**src/rtl/input_delay_skew_capture_if.sv**
```systemverilog
// Port bundle for the input-delay skew capture stage: raw timed inputs, control and the
// valid/ready skew result channel.
interface input_delay_skew_capture_if #(
  parameter int unsigned CNT_W = 8
) ();

  logic             port1;
  logic             port2;
  logic             capture_en;
  logic             out;
  logic [CNT_W-1:0] rise_cnt;
  logic             overflow;
  logic [CNT_W-1:0] skew;
  logic             skew_valid;
  logic             skew_ready;
  logic             timeout;

  // Environment side: drives the ports and consumes the measurement.
  modport master (
    output port1,
    output port2,
    output capture_en,
    output skew_ready,
    input  out,
    input  rise_cnt,
    input  overflow,
    input  skew,
    input  skew_valid,
    input  timeout
  );

  // Capture stage side.
  modport slave (
    input  port1,
    input  port2,
    input  capture_en,
    input  skew_ready,
    output out,
    output rise_cnt,
    output overflow,
    output skew,
    output skew_valid,
    output timeout
  );

endinterface

```
**src/rtl/input_delay_skew_capture.sv**
```systemverilog
// Registers port1/port2 on src_clk, counts port1 rises and measures the cycle skew from a
// port1 rise to the following port2 rise, delivering each result on a valid/ready channel.
module input_delay_skew_capture #(
  parameter int unsigned CNT_W    = 8,
  parameter int unsigned MAX_SKEW = 15
) (
  input logic                         src_clk,
  input logic                         rst,
  input_delay_skew_capture_if.slave   bus
);

  localparam logic [CNT_W-1:0] MaxSkewCnt = CNT_W'(MAX_SKEW);
  localparam logic [CNT_W-1:0] CntOne     = CNT_W'(1);

  typedef enum logic [1:0] {
    StIdle,
    StArmed,
    StWait,
    StHold
  } state_e;

  logic             p1_q, p2_q;
  logic             p1_d, p2_d;
  logic             out_q;
  logic             r1, r2;
  logic [CNT_W-1:0] rise_cnt_q;
  logic             overflow_q;

  state_e           state_q, state_d;
  logic [CNT_W-1:0] skew_cnt_q, skew_cnt_d;
  logic [CNT_W-1:0] skew_q, skew_d;
  logic             timeout_q, timeout_d;

  logic             capture_en;
  logic             skew_ready;

  assign capture_en = bus.capture_en;
  assign skew_ready = bus.skew_ready;

  // The ports feed nothing but these first-stage flops, so only input-delay constraints time them.
  always_ff @(posedge src_clk) begin
    if (rst) begin
      p1_q  <= 1'b0;
      p2_q  <= 1'b0;
      p1_d  <= 1'b0;
      p2_d  <= 1'b0;
      out_q <= 1'b0;
    end else begin
      p1_q  <= bus.port1;
      p2_q  <= bus.port2;
      p1_d  <= p1_q;
      p2_d  <= p2_q;
      out_q <= p1_q | p2_q;
    end
  end

  assign r1 = p1_q & ~p1_d;
  assign r2 = p2_q & ~p2_d;

  always_ff @(posedge src_clk) begin
    if (rst) begin
      rise_cnt_q <= '0;
      overflow_q <= 1'b0;
    end else if (capture_en && r1) begin
      if (&rise_cnt_q) begin
        overflow_q <= 1'b1;
      end else begin
        rise_cnt_q <= rise_cnt_q + CntOne;
      end
    end
  end

  always_ff @(posedge src_clk) begin
    if (rst) begin
      state_q    <= StIdle;
      skew_cnt_q <= '0;
      skew_q     <= '0;
      timeout_q  <= 1'b0;
    end else begin
      state_q    <= state_d;
      skew_cnt_q <= skew_cnt_d;
      skew_q     <= skew_d;
      timeout_q  <= timeout_d;
    end
  end

  always_comb begin
    state_d    = state_q;
    skew_cnt_d = skew_cnt_q;
    skew_d     = skew_q;
    timeout_d  = 1'b0;
    unique case (state_q)
      StIdle: begin
        if (capture_en) begin
          state_d = StArmed;
        end
      end
      StArmed: begin
        if (!capture_en) begin
          state_d = StIdle;
        end else if (r1 && r2) begin
          state_d = StHold;
          skew_d  = '0;
        end else if (r1) begin
          state_d    = StWait;
          skew_cnt_d = CntOne;
        end
      end
      StWait: begin
        // A port2 rise on the final counted cycle takes priority over the timeout.
        if (!capture_en) begin
          state_d = StIdle;
        end else if (r2) begin
          state_d = StHold;
          skew_d  = skew_cnt_q;
        end else if (skew_cnt_q == MaxSkewCnt) begin
          state_d   = StArmed;
          timeout_d = 1'b1;
        end else begin
          skew_cnt_d = skew_cnt_q + CntOne;
        end
      end
      StHold: begin
        if (skew_ready) begin
          state_d = capture_en ? StArmed : StIdle;
        end
      end
      default: begin
        state_d = StIdle;
      end
    endcase
  end

  assign bus.out        = out_q;
  assign bus.rise_cnt   = rise_cnt_q;
  assign bus.overflow   = overflow_q;
  assign bus.skew       = skew_q;
  assign bus.skew_valid = (state_q == StHold);
  assign bus.timeout    = timeout_q;

endmodule

```
**src/flat_wrapper.sv**
```systemverilog
// flat-port wrapper written by rule: the top's interface ports become plain ports
module input_delay_skew_capture_flat 
#(
  parameter int unsigned CNT_W    = 8,
  parameter int unsigned MAX_SKEW = 15
)
  (src_clk, rst, bus_port1, bus_port2, bus_capture_en, bus_skew_ready, bus_out, bus_rise_cnt, bus_overflow, bus_skew, bus_skew_valid, bus_timeout);
  input_delay_skew_capture_if #(.CNT_W(CNT_W)) bus_i ();
  input logic src_clk;
  input logic rst;
  input wire logic [$bits(bus_i.port1)-1:0] bus_port1;
  input wire logic [$bits(bus_i.port2)-1:0] bus_port2;
  input wire logic [$bits(bus_i.capture_en)-1:0] bus_capture_en;
  input wire logic [$bits(bus_i.skew_ready)-1:0] bus_skew_ready;
  output wire logic [$bits(bus_i.out)-1:0] bus_out;
  output wire logic [$bits(bus_i.rise_cnt)-1:0] bus_rise_cnt;
  output wire logic [$bits(bus_i.overflow)-1:0] bus_overflow;
  output wire logic [$bits(bus_i.skew)-1:0] bus_skew;
  output wire logic [$bits(bus_i.skew_valid)-1:0] bus_skew_valid;
  output wire logic [$bits(bus_i.timeout)-1:0] bus_timeout;
  assign bus_i.port1 = bus_port1;
  assign bus_i.port2 = bus_port2;
  assign bus_i.capture_en = bus_capture_en;
  assign bus_i.skew_ready = bus_skew_ready;
  assign bus_out = bus_i.out;
  assign bus_rise_cnt = bus_i.rise_cnt;
  assign bus_overflow = bus_i.overflow;
  assign bus_skew = bus_i.skew;
  assign bus_skew_valid = bus_i.skew_valid;
  assign bus_timeout = bus_i.timeout;
  input_delay_skew_capture #(.CNT_W(CNT_W), .MAX_SKEW(MAX_SKEW)) u_core (.src_clk(src_clk), .rst(rst), .bus(bus_i));
endmodule
```
**config.mk**
```make
export PLATFORM = sky130hd
export DESIGN_NAME = input_delay_skew_capture_flat
export DESIGN_NICKNAME = d
export VERILOG_FILES = /design/src/rtl/input_delay_skew_capture_if.sv /design/src/rtl/input_delay_skew_capture.sv /design/src/flat_wrapper.sv
export SDC_FILE = /design/constraint.sdc
export NUM_CORES = 1
export LEC_CHECK = 0
export BUFFER_PORTS_ARGS = -buffer_cell sky130_fd_sc_hd__buf_2
export CORE_MARGIN = 1
export CORE_UTILIZATION = 50
export CTS_CLUSTER_DIAMETER = 100
export DETAILED_ROUTE_END_ITERATION = 10
export PLACE_DENSITY = 0.78
export SLEW_MARGIN = 20
export SYNTH_ARGS = -nofsm -noshare
export SYNTH_HDL_FRONTEND = slang
export SYNTH_SLANG_ARGS = --single-unit
```
**constraint.sdc**
```tcl
create_clock -name src_clk -period 3.2 [get_ports src_clk]
set_input_delay 0.48 -clock src_clk [delete_from_list [all_inputs] [get_ports src_clk]]
set_output_delay 0.48 -clock src_clk [all_outputs]
set_load 0.02 [all_outputs]
```
==> metrics.yaml <==
wl_per_cell_um: 14.3
postRouteAntennaNets: 0
skew_ps: 3.95
grt_pass1_vias: 1265
grt_pass1_wl_mm: 5.60
initial_utilization_pct: 53.9
cp_cell_sequence: "nor2b_1 -> o2111ai_1 -> o211ai_1 -> mux2_1"
cts_hold_buf: 0
die_area_um2: 3250
cap_violations: 0
cp.arrival_ps: 2280
firstDrtPassIters: 7
synth_edf_count: 0
synth_largest_area_cell: "dfxtp_1"
cts_buffers: 5
status: "complete, but fails checks"
clk_path_buf_depth: 2
synth_seq_cells: 33
num_vias: 1349
period_needed_ps: 2040
rsz0062_at_grt: "no"
ys_seq_area_share_pct: 43.7
crit_type: "reg -> reg"
final_common_cell: "dfxtp_1"
fmax_mhz: 490
crit_path_max_incr_delay_ps: 630
crit_buf_inv: 0
cp_max_fo: 12
r2r_cells: 4
netlist.area_leader.share_pct: 43.7
endpoint: "u_core.state_q[0]$_SDFFE_PP0P_"
drv_slew: 0
cts_resized: 0
crit_path_end_kind: "flip-flop"
critPathSlowestCell: "nor2b_1"
start_kind: "flip-flop"
worstPathRequired_ps: 3430
finalWeightedCongestion: 0.802
critPathTopFamily: "simple AND/OR/NAND/NOR gates"
die_w_um: 57.0
netlist_area_um2: 1510
ys_warn_count: 0
cts_tree: "done"
antenna_found_initial: 0
reg2reg_slack_ps: 1160
post_synth_num_cell_types: 42
place_inst: 219
overflow: 0
port_buffers: 25
placed_cell_area_um2: 1630
hold_violations: 0
synth-main-ff-cell: "dfxtp_1"
coreArea_um2: 2810
synth-async-reset-ratio_pct: 0
syn_nets: 181
layout_common_cells: "dfxtp_1 (33), buf_2 (25), a21oi_1 (15)"
finalSetupTns_ps: 0
stdcell_count: 227
yosys-top-cells-area: "dfxtp_1 (44%), a21oi_1 (5.0%), nand4_1 (4.1%), a31oi_1 (3.7%), nor2b_1 (3.3%)"
area_growth_pct: 13.6
drc_errors: 2
violations: "DRC"
critPathLaunch: "u_core.state_q[1]$_SDFFE_PP0P_"
layout-drive-gt1-share_pct: 17.9
p_per_area_nw_per_um2: 496
cts_htree_levels: 2
setup_slack_ps: 1160
clk_pin_slew_ps: 100
synth.avg_cell_area_um2: 8.74
post-cts-setup-buffers: 0
ctsRootBufferMaster: "clkbuf_4"
maxSlewHeadroom_pct: 53.4
irDropWorstVdd_uv: 383
r2r_start: "u_core.state_q[1]$_SDFFE_PP0P_"
fin_crit_sh_pct: 63.8
clock_latency_ps: 340
worstMarginPinSlew_ps: 698
finalPower_uw: 851
io_pins: 26
hold_class: "in -> reg"
antenna_cells: 0
pre_cts_ws_ps: 1220
setup_viol: 0
clkSinkCount: 33
netlist_instances: 173
die_h_um: 57.0
viasPerCell: 5.94
num_rows: 19
drtIter0Drc: 49
wirelength_mm: 3.24
nets: 203
grt_use_total_pct: 22.6
stdcell_area_um2: 1720
cp_num_cells: 4
r2r_end: "u_core.state_q[0]$_SDFFE_PP0P_"
leakagePower_nw: 0.710
grt_max_degree: 29
dpl.hpwl_mm: 2.25
fillCellCount: 264
-- state kept, by name, indices dropped and copies added (netlist names) --
signal	cells
u_core.skew_cnt_q	8
u_core.p1_d	1
u_core.bus.overflow	1
u_core.bus.rise_cnt	8
u_core.p2_q	1
u_core.p2_d	1
u_core.bus.skew	8
u_core.bus.timeout	1
u_core.bus.out	1
u_core.state_q	2
u_core.p1_q	1
-- per-stage QoR --
step	hold WS, ps	utilization (%)
global placement	441	58.2
CTS	345	61.2
floorplan	452	-
global route	341	61.2
finish	349	61.2
detailed placement	444	58.2
-- synthesized netlist by cell type, types with 2 or more instances --
cell type,count
a211oi_1,2
a21oi_1,15
a31oi_1,9
and3_1,6
and4b_1,2
buf_2,2
clkbuf_1,8
dfxtp_1,33
ha_1,2
mux2i_1,3
nand2_1,13
nand2b_1,5
nand3_1,8
nand4_1,10
nor2_1,11
nor2b_1,8
nor3_1,2
o211ai_1,4
o21ai_0,4
o21bai_1,2
or2_1,2
xor2_1,2
-- worst register-to-register path, delay by kind of cell (launching register included) --
kind             cells  cell delay [ps]
AND/OR/NAND/NOR      1              630
flip-flops           1              540
AO/OA/AOI/OAI        2              410
multiplexers         1              350
-- where the power goes --
part / switching (mW) / internal, mW
clock: 0.142 / 0.186
combinational: 0.0437 / 0.0373
sequential: 0.0205 / 0.422
-- cells by family after synthesis --
| kind of cell | synth area share [%] |
|---|---|
| adders and majority gates | 1.66 |
| xor gates and xnor gates | 1.16 |
| AOI/OAI and AO/OA | 19.3 |
| muxes | 2.73 |
| and+or+nand+nor | 27.8 |
| DFF | 43.7 |
| buffers and inverters | 3.64 |
-- worst min-delay path by stage --
stage                                                 start                           endpoint  slack [ps]  depth (start not counted)
final                                             bus_port1             u_core.p1_q$_SDFF_PP0_         350                          2
after global routing                              bus_port1             u_core.p1_q$_SDFF_PP0_         340                          2
after CTS                                         bus_port1             u_core.p1_q$_SDFF_PP0_         350                          2
after detailed placement    u_core.bus.skew[7]$_SDFFE_PP0P_    u_core.bus.skew[7]$_SDFFE_PP0P_         440                          2
after global placement      u_core.bus.skew[2]$_SDFFE_PP0P_    u_core.bus.skew[2]$_SDFFE_PP0P_         440                          2
after floorplan           u_core.skew_cnt_q[7]$_SDFFE_PP0P_  u_core.skew_cnt_q[7]$_SDFFE_PP0P_         450                          1
-- final cells by class --
| cell class | count | area, µm² | area share (%) |
|---|---|---|---|
| inverters | 1 | 3.75 | 0.219 |
| flip-flops and latches | 33 | 661 | 38.5 |
| clock inverters | 1 | 30.0 | 1.75 |
| repair buffers | 26 | 133 | 7.73 |
| clock buffers | 7 | 55.1 | 3.21 |
| well taps | 31 | 38.8 | 2.26 |
| multi-input cells | 128 | 796 | 46.4 |
-- metal layers --
metal  GRT usage, %  up-vias  part of all wire [%]
met5              0        -                     0
met4           10.8        0                   1.8
met3           8.16       11                   4.4
met2           36.8       27                    48
met1           26.5      623                    46
li1               -      688                     -
(Power assumes the default switching activity.)
